==> src/rtl/uart_pkg.sv <==
`default_nettype none
// ============================================================================
// Module   : uart_pkg
// Purpose  : Shared frame-controller types and constants: FSM state encoding,
//            default sync marker, statistics counter width, saturating add.
// Revision : 1.0 - initial release
// ============================================================================
package uart_pkg;

  // Frame controller states, explicitly 3 bits wide
  typedef enum logic [2:0] {
    HUNT = 3'd0,
    LEN  = 3'd1,
    PAY  = 3'd2,
    CHK  = 3'd3,
    HOLD = 3'd4
  } state_t;

  localparam logic [7:0] SYNC_BYTE_DEF = 8'hA5;
  localparam int         CNT_W         = 8;

  // Increment that sticks at all-ones instead of wrapping
  function automatic logic [CNT_W-1:0] sat_inc(input logic [CNT_W-1:0] v);
    return (v == {CNT_W{1'b1}}) ? v : v + 1'b1;
  endfunction

endpackage
`default_nettype wire

==> src/rtl/uart_frame_buf.sv <==
`default_nettype none
// ============================================================================
// Module   : uart_frame_buf
// Purpose  : 2**AW x 8 payload RAM, synchronous write, registered read.
// Revision : 1.0 - initial release
// ============================================================================
module uart_frame_buf
  import uart_pkg::*;
#(
  parameter int AW = 4
) (
  input  logic          clk,
  input  logic          reset,
  input  logic          we,
  input  logic [AW-1:0] waddr,
  input  logic [7:0]    wdata,
  input  logic [AW-1:0] raddr,
  output logic [7:0]    rdata
);

  logic [7:0] r_mem [2**AW];

  // Storage array; no reset so it maps onto plain RAM
  always_ff @(posedge clk) begin
    if (we) begin
      r_mem[waddr] <= wdata;
    end
  end

  // Registered read port, cleared by reset so rd_data starts at zero
  always_ff @(posedge clk) begin
    if (reset) begin
      rdata <= 8'd0;
    end else begin
      rdata <= r_mem[raddr];
    end
  end

endmodule
`default_nettype wire

==> src/rtl/uart_rx_frame_ctrl.sv <==
`default_nettype none
// ============================================================================
// Module   : uart_rx_frame_ctrl
// Purpose  : Assembles SYNC/LEN/payload/CHK frames from the UART receiver,
//            buffers good payloads for the host, drops and counts bad frames.
// Revision : 1.0 - initial release
// ============================================================================
module uart_rx_frame_ctrl
  import uart_pkg::*;
#(
  parameter logic [7:0] SYNC_BYTE     = SYNC_BYTE_DEF,
  parameter int         MAX_LEN       = 16,
  parameter int         AW            = 4,
  parameter int         TIMEOUT_TICKS = 4096
) (
  input  logic          clk,
  input  logic          reset,
  input  logic          s_tick,
  input  logic          rx_done_tick,
  input  logic          rx_parity_err,
  input  logic [7:0]    din,
  input  logic          frame_ack,
  input  logic [AW-1:0] rd_addr,
  output logic [7:0]    rd_data,
  output logic          frame_valid,
  output logic [4:0]    frame_len,
  output logic          overrun,
  output logic [7:0]    err_cnt,
  output logic [7:0]    drop_cnt,
  output logic          busy
);

  localparam int              c_TW       = $clog2(TIMEOUT_TICKS + 1);
  localparam int              c_CW       = (AW + 1 > 5) ? AW + 1 : 5;
  localparam logic [7:0]      c_MAX_LEN  = 8'(MAX_LEN);
  localparam logic [c_TW-1:0] c_TMO_LAST = c_TW'(TIMEOUT_TICKS - 1);

  state_t           r_state, w_next;
  logic             r_perr;
  logic [4:0]       r_len;
  logic [7:0]       r_xor;
  logic [AW:0]      r_idx;
  logic [c_TW-1:0]  r_tmo;
  logic [CNT_W-1:0] r_err, r_drop;
  logic             r_overrun;

  logic             w_bad, w_in_frame, w_timeout, w_last;
  logic             w_drop, w_latch, w_wr, w_set_ovr, w_clr_ovr;
  logic [AW:0]      w_idx_inc;

  // A byte is bad if a parity pulse was seen since the previous strobe or now
  assign w_bad      = r_perr | rx_parity_err;
  assign w_in_frame = (r_state == LEN) || (r_state == PAY) || (r_state == CHK);
  // Terminal tick aborts only when no byte lands in the same cycle
  assign w_timeout  = w_in_frame && s_tick && !rx_done_tick && (r_tmo == c_TMO_LAST);
  assign w_idx_inc  = r_idx + 1'b1;
  assign w_last     = (c_CW'(w_idx_inc) == c_CW'(r_len));

  assign frame_valid = (r_state == HOLD);
  assign frame_len   = frame_valid ? r_len : 5'd0;
  assign busy        = (r_state != HUNT);
  assign overrun     = r_overrun;
  assign err_cnt     = r_err;
  assign drop_cnt    = r_drop;

  // State register
  always_ff @(posedge clk) begin
    if (reset) begin
      r_state <= HUNT;
    end else begin
      r_state <= w_next;
    end
  end

  // Next-state decode and datapath control strobes
  always_comb begin
    w_next    = r_state;
    w_drop    = 1'b0;
    w_latch   = 1'b0;
    w_wr      = 1'b0;
    w_set_ovr = 1'b0;
    w_clr_ovr = 1'b0;
    case (r_state)
      HUNT: begin
        if (rx_done_tick && !w_bad && (din == SYNC_BYTE)) begin
          w_next = LEN;
        end
      end
      LEN: begin
        if (rx_done_tick) begin
          if (w_bad || (din == 8'd0) || (din > c_MAX_LEN)) begin
            w_drop = 1'b1;
            w_next = HUNT;
          end else begin
            w_latch = 1'b1;
            w_next  = PAY;
          end
        end else if (w_timeout) begin
          w_drop = 1'b1;
          w_next = HUNT;
        end
      end
      PAY: begin
        if (rx_done_tick) begin
          if (w_bad) begin
            w_drop = 1'b1;
            w_next = HUNT;
          end else begin
            w_wr = 1'b1;
            if (w_last) begin
              w_next = CHK;
            end
          end
        end else if (w_timeout) begin
          w_drop = 1'b1;
          w_next = HUNT;
        end
      end
      CHK: begin
        if (rx_done_tick) begin
          if (!w_bad && (din == r_xor)) begin
            w_next = HOLD;
          end else begin
            w_drop = 1'b1;
            w_next = HUNT;
          end
        end else if (w_timeout) begin
          w_drop = 1'b1;
          w_next = HUNT;
        end
      end
      HOLD: begin
        // Acknowledge takes priority over a simultaneous stray byte
        if (frame_ack) begin
          w_clr_ovr = 1'b1;
          w_next    = HUNT;
        end else if (rx_done_tick) begin
          w_set_ovr = 1'b1;
        end
      end
      default: w_next = HUNT;
    endcase
  end

  // Sticky parity flag, consumed by the next byte strobe
  always_ff @(posedge clk) begin
    if (reset) begin
      r_perr <= 1'b0;
    end else if (rx_done_tick) begin
      r_perr <= 1'b0;
    end else if (rx_parity_err) begin
      r_perr <= 1'b1;
    end
  end

  // Frame length, running checksum and payload write index
  always_ff @(posedge clk) begin
    if (reset) begin
      r_len <= 5'd0;
      r_xor <= 8'd0;
      r_idx <= '0;
    end else if (w_latch) begin
      r_len <= din[4:0];
      r_xor <= din;
      r_idx <= '0;
    end else if (w_wr) begin
      r_xor <= r_xor ^ din;
      r_idx <= w_idx_inc;
    end
  end

  // Inter-byte timeout: counts s_tick while mid-frame, cleared by bytes and state changes
  always_ff @(posedge clk) begin
    if (reset) begin
      r_tmo <= '0;
    end else if (!w_in_frame || rx_done_tick || (w_next != r_state)) begin
      r_tmo <= '0;
    end else if (s_tick) begin
      r_tmo <= r_tmo + 1'b1;
    end
  end

  // Saturating parity-error and dropped-frame statistics
  always_ff @(posedge clk) begin
    if (reset) begin
      r_err  <= '0;
      r_drop <= '0;
    end else begin
      if (rx_parity_err) begin
        r_err <= sat_inc(r_err);
      end
      if (w_drop) begin
        r_drop <= sat_inc(r_drop);
      end
    end
  end

  // Sticky overrun: a byte arrived while a frame was held
  always_ff @(posedge clk) begin
    if (reset) begin
      r_overrun <= 1'b0;
    end else if (w_clr_ovr) begin
      r_overrun <= 1'b0;
    end else if (w_set_ovr) begin
      r_overrun <= 1'b1;
    end
  end

  uart_frame_buf #(
    .AW (AW)
  ) u_buf (
    .clk   (clk),
    .reset (reset),
    .we    (w_wr),
    .waddr (r_idx[AW-1:0]),
    .wdata (din),
    .raddr (rd_addr),
    .rdata (rd_data)
  );

endmodule
`default_nettype wire

==> config.mk <==
export PLATFORM = sky130hd
export DESIGN_NAME = uart_rx_frame_ctrl
export DESIGN_NICKNAME = d
export VERILOG_FILES = /design/src/rtl/uart_pkg.sv /design/src/rtl/uart_frame_buf.sv /design/src/rtl/uart_rx_frame_ctrl.sv
export SDC_FILE = /design/constraint.sdc
export NUM_CORES = 1
export LEC_CHECK = 0
export CORE_MARGIN = 2
export CORE_UTILIZATION = 53
export DETAILED_ROUTE_END_ITERATION = 12
export HOLD_SLACK_MARGIN = 0.12
export PLACE_DENSITY = 0.73
export SYNTH_ARGS = -nofsm -noshare
export SYNTH_HDL_FRONTEND = slang
export SYNTH_SLANG_ARGS = --single-unit
==> constraint.sdc <==
create_clock -name clk -period 2.24 [get_ports clk]
set_input_delay 0.224 -clock clk [delete_from_list [all_inputs] [get_ports clk]]
set_output_delay 0.224 -clock clk [all_outputs]
set_load 0.02 [all_outputs]
; Yosys cells after proc, flatten, opt, wreduce, memory -nomap -nowiden
; Memory sizes are Yosys's and may differ from the RTL's. A register that Yosys moved wholly into a read port is not among the register bits.
; Index checks and enable logic that the tools add are counted.
[classes]
reduce_logical = 25
mul = 0
shifts = 0
div_mod_pow = 0
n_lt_le_gt_ge = 1
eq_ne = 11
n_addsub = 4
mux = 35
bitwise = 4
[ops]
columns = cell, n
row1 = $mux W3, 9
row2 = $eq A8 B8 Y1 const B, 3
row3 = $mux W1, 20
row4 = $add A8 B1 Y8 const B, 2
row5 = $mux W8, 2
row6 = $pmux W3 S5, 1
row7 = $add A13 B1 Y13 const B, 1
row8 = $eq A13 B12 Y1 const B, 1
row9 = $eq A8 B8 Y1, 1
row10 = $gt A8 B5 Y1 const B, 1
row11 = $logic_not A8 Y1, 1
row12 = $reduce_or A2 Y1, 4
row13 = $xor A8 B8 Y8, 1
row14 = $eq A3 B2 Y1 const B, 2
row15 = $logic_and A1 B1 Y1, 6
row16 = $logic_or A1 B1 Y1, 6
row17 = $add A5 B1 Y5 const B, 1
row18 = $eq A5 B5 Y1, 1
row19 = $mux W5, 1
row20 = $reduce_and A2 Y1, 2
row21 = $eq A3 B1 Y1 const B, 1
row22 = $eq A3 B3 Y1 const B, 1
row23 = $logic_not A1 Y1, 3
row24 = $logic_not A3 Y1, 1
row25 = 7 further kinds, 8
[totals]
register_bits = 52
input_bits = 18
mem_count = 1
ramBits = 128
latch_bits = 0
output_inout_bits = 32
rom_bits = 0
wordCells = 90
[memory_table]
columns = memory, words, width, rd, rd_ports_with_merged_regs, write_ports, line_no
row1 = u_buf.r_mem, 16, 8, 1, 1, 1, uart_frame_buf.sv:21  ; logic [7:0] r_mem [2**AW];

; Logic depth before layout (Yosys ltp)
[depth]
ltp_word = 12
depth_mapped = 8
depth_no_buf = 7

; Modules after synthesis
; A second synthesis with hierarchy kept.
[hier_totals]
hier_cells = 568
hier_area_um2 = 7882.6
[by_module_without_submodules]
columns = mod, cells_each, area_per_inst_um2, n_inst, seq_area_each_um2
row1 = uart_frame_buf, 259, 5282.6, 1, 4003.8
row2 = uart_rx_frame_ctrl, 309, 2600.0, 1, 1041.0

; Worst setup path before layout
; No wires, ideal clock.
[synth_path]
path_type = register to register
startpoint = register r_state[1]
endpoint = memory u_buf.r_mem[0][0], enable pin
setup_ps = 383
t_arrival_ps = 1978
n_path_buf = 2
path_stages_with_launch = 7
required_ps = 1857
setup_slack_ps = -122
synth_period_minus_slack_ps = 2362
path_cell_list = dfxtp_1 and3b_1 and3_1 clkbuf_1 buf_2 nand2_1 nor3_1
[synth_via]
elab_chain_len = 4
[synth_lines]
columns = item, line_no
row1 = start: declaration, uart_rx_frame_ctrl.sv:38  ; state_t r_state, w_next;
row2 = start signal: assignment, uart_rx_frame_ctrl.sv:71  ; r_state <= w_next;
row3 = $eq A3 B2 Y1, uart_rx_frame_ctrl.sv:83  ; case (r_state)
row4 = $mux W1, uart_rx_frame_ctrl.sv:83
row5 = $mux W1, uart_frame_buf.sv:25  ; if (we) begin
row6 = $mux W1 (implied by the code), uart_frame_buf.sv:26  ; r_mem[waddr] <= wdata;
row7 = end: declaration, uart_frame_buf.sv:21
; No other way between the ends.

; Final worst setup path
[layout_path]
startpoint = register r_state[0]
endpoint = output port frame_valid
[layout_via]
elab_chain_len = 1
[layout_lines]
columns = item, line_no
row1 = $eq A3 B3 Y1, uart_rx_frame_ctrl.sv:59  ; assign frame_valid = (r_state == HOLD);
row2 = end: declaration, uart_rx_frame_ctrl.sv:25  ; output logic frame_valid,
; No other way between the ends.

==> run summary <==
Outcome: finished, final reports clean
CP Launch Point: r_state[0]$_SDFF_PP0_
Compound-Gate Fraction of Synth Area: 3.54%
FILL cells: 1045
Post-synth top area share: 49.7%
Post-route ant nets: 0
Synth area leader: edfxtp_1
CP Class: reg2out
Crit start category: flip-flop
Critical Path End: frame_valid
DRC viols: 0
Period utilisation layout: 95.0%
Min cycle time layout: 2.13 ns
Post-Synth Simple-Gate Area: 11.8%
Worst EP required: 2.02 ns
Number of synthesized flops with an enable pin: 128
Largest family of logic cells by synthesized area: multiplexers
DIE AREA: 15600 um^2
First-pass GRT wire length: 26.3 mm
Synth cell types: 46
Pins Over Slew Limit: 0
CTS Buf Count: 17
Core ar.: 14400 um^2
Final setup fails: 0
Final hold violation count: 0
Drt total wl: 16.5 mm
Placed instance area: 8820 um^2
Nets@finish: 655
Mux contribution to synthesized area: 12.3%
Initial DRC count: 401
Vias in the first global route: 4953
Hold Crit Class: in2reg
Crit path DAT: 1.90 ns
Std cell rows: 44
Xor/xnor cell area share of the yosys netlist: 4.30%
Drt first pass iters: 4
Final setup margin: 0.112 ns
Worst-Margin Slew: 0.534 ns
Syn Inst Count: 527
Yosys warns: 0
Chip width: 125 um
Gr usage total: 22.1%
Clock slew seen by the registers of the worst setup and hold paths: 0.07 ns
Initial antenna violation count: 0
Ant. Diodes: 0
Synth-to-layout area growth: 22.2%
Max_cap viols: 0
Layout cells sized above 1: 23.0%
RePlAce Congestion: 0.819
Final HPWL DP: 10.9 mm
Setup WS pre-CTS: -0.181 ns
Seq/Total Area, Yosys: 65.2%
Synth Flop Type: edfxtp_1
Adder-cell share of the synthesized area: 1.13%
FF-to-FF path depth: 8
Worst-case clock buffer depth: 2
Leak pwr: 3.24 nW
Routed via count: 4750
Async set or reset register ratio after synthesis: 0%
FF/Latch Area: 5040 um^2
Worst R2R Setup Slack: 0.12 ns
Worst-Skew Late Latency: 0.43 ns
Root buffer cell: clkbuf_16
Pwr Density: 756 nW/um^2
#FFs+latches synth: 188
Grt total ovfl: 0
Critical R2R Capture: drop_cnt[5]$_SDFFE_PP0P_
Hold Buf Count CTS: 0
Placed Cells: 794
Via density: 5.74
Final Non-Filler Cells: 827
Post-synthesis area per instance: 14.7 um^2
Largest cells by area after synthesis: edfxtp_1 (50%), dfxtp_1 (16%), mux4_2 (12%), xor2_1 (3.1%), nor2_1 (2.2%)
FMAX: 470 MHz
Reg-to-reg startpoint: r_tmo[0]$_SDFFE_PP0P_
# H-tree levels: 4
Post-route cell area: 9460 um^2
Largest net degree at the start of global routing: 48
Die H: 125 um
IO Pins: 50
CP max FO: 9
Area of the multi-input gates: 2580 um^2
Clock Sinks: 188
CTS tree: done
Worst hold slack: 0.222 ns
Fin Clk Skew: 0.00938 ns
Post-Syn Nets: 552
Starting Density: 53.7%
Peak supply drop: 0.592 mV
IO Port Bufs: 49
Mapped Area: 7740 um^2
CP Capture Type: output pin
DR WL/cell: 19.9 um
Rel. slew slack: 63.5%
worst min-delay path by stage:
| stage | depth (start not counted) | to | start | slack [ns] |
|---|---|---|---|---|
| after global placement | 2 | r_xor[6]$_SDFFE_PP0P_ | r_xor[6]$_SDFFE_PP0P_ | 0.47 |
| after global routing | 4 | r_tmo[8]$_SDFFE_PP0P_ | reset | 0.24 |
| after CTS | 4 | r_tmo[2]$_SDFFE_PP0P_ | reset | 0.21 |
| after floorplan | 1 | r_perr$_SDFFE_PP0P_ | rx_done_tick | 0.30 |
| after detailed placement | 2 | r_xor[7]$_SDFFE_PP0P_ | r_xor[7]$_SDFFE_PP0P_ | 0.48 |
| final | 4 | r_tmo[2]$_SDFFE_PP0P_ | reset | 0.22 |
metal layers:
layer	global-route usage, %	up-vias	routed length [um]
met5	0	-	0
met4	8.50	0	313
met3	4.30	25	783
met2	37.9	149	8420
met1	28.0	2368	6940
li1	-	2208	-
flip-flops by register name, summed over array words and instances (netlist names):
signal,cells
err_cnt,8
u_buf.r_mem,128
r_tmo,13
u_buf.rdata,8
drop_cnt,8
r_state,3
r_len,5
overrun,1
r_idx,5
r_xor,8
r_perr,1
report_power, final:
part / switching [W] / internal (W) / total (W)
Clock: 0.00122 / 0.00185 / 0.00307
Sequential: 0.00000769 / 0.00372 / 0.00372
Combinational: 0.000181 / 0.000174 / 0.000354
Total: 0.00141 / 0.00574 / 0.00715
layout make-up:
type / instances / area share (%)
Sequential cell: 188 / 53.3
Multi-Input combinational cell: 307 / 27.3
Timing Repair Buffer: 108 / 10.2
Clock buffer: 22 / 5.01
Tap cell: 184 / 2.43
Clock inverter: 10 / 1.47
Inverter: 8 / 0.318
worst max-delay path, stage by stage, from the launching register on:
cell and delay (ns):
dfxtp_1 0.41, nor2_4 0.23, and2_1 0.22, clkdlybuf4s50_1 0.62
kinds of logic (layout without fill, tap and decap cells):
| family | count (synthesis) | count (layout) |
|---|---|---|
| multiplexers | 45 | 45 |
| XOR/XNOR | 38 | 38 |
| AND/OR/NAND/NOR | 174 | 174 |
| buffers and inverters | 32 | 148 |
| flip-flops | 188 | 188 |
| AO/OA/AOI/OAI | 43 | 43 |
| adder cells (fa/ha/maj) | 7 | 7 |
metrics by stage:
step | utilization (%) | power [W] | setup TNS (ns)
global placement | 61.2 | 0.00415 | -0.469
floorplan | - | 0.00398 | -1.93
finish | 65.6 | 0.00715 | 0
CTS | 65.5 | 0.00719 | 0
detailed placement | 61.2 | 0.00416 | -1.08
global route | 65.6 | 0.00736 | -0.00657
cells in the mapped netlist, drive strengths merged (3+ instances only):
| master | count |
|---|---|
| edfxtp | 128 |
| dfxtp | 60 |
| nor2 | 45 |
| mux4 | 40 |
| nand2 | 32 |
| xor2 | 27 |
| a21oi | 18 |
| clkbuf | 17 |
| nand3 | 17 |
| nor3 | 13 |
| nand4 | 11 |
| xnor2 | 11 |
| nor2b | 10 |
| and3 | 8 |
| inv | 8 |
| a31oi | 7 |
| buf | 7 |
| ha | 7 |
| or3 | 7 |
| and4 | 6 |
| nor4 | 6 |
| o21ai | 6 |
| mux2i | 5 |
| nand3b | 5 |
| or2 | 5 |
| a211oi | 4 |
| nand2b | 3 |
cell usage in the layout, fill, tap and decap left out, types with 4 or more instances in the layout:
cell / instances
or2_2: 5
a21oi_1: 18
inv_1: 8
mux4_2: 40
o21ai_0: 6
clkdlybuf4s50_1: 47
nand4_1: 10
and3_1: 8
nor2b_1: 10
xnor2_1: 11
a31oi_1: 7
nor2_1: 44
nand3_1: 17
clkbuf_16: 17
edfxtp_1: 128
dfxtp_1: 60
ha_1: 7
or3_1: 7
nor4_1: 4
xor2_1: 27
nand3b_1: 5
buf_4: 56
nor3_1: 12
and4_1: 4
mux2i_1: 5
nand2_1: 32
timing repair:
action | CTS | global route
pin swaps | 0 | 1
endpoints found under the setup margin | 6 | 4
setup buffers | 0 | 1
gates resized for setup | 2 | 1
Note: power is estimated with default switching activity, not from simulation.
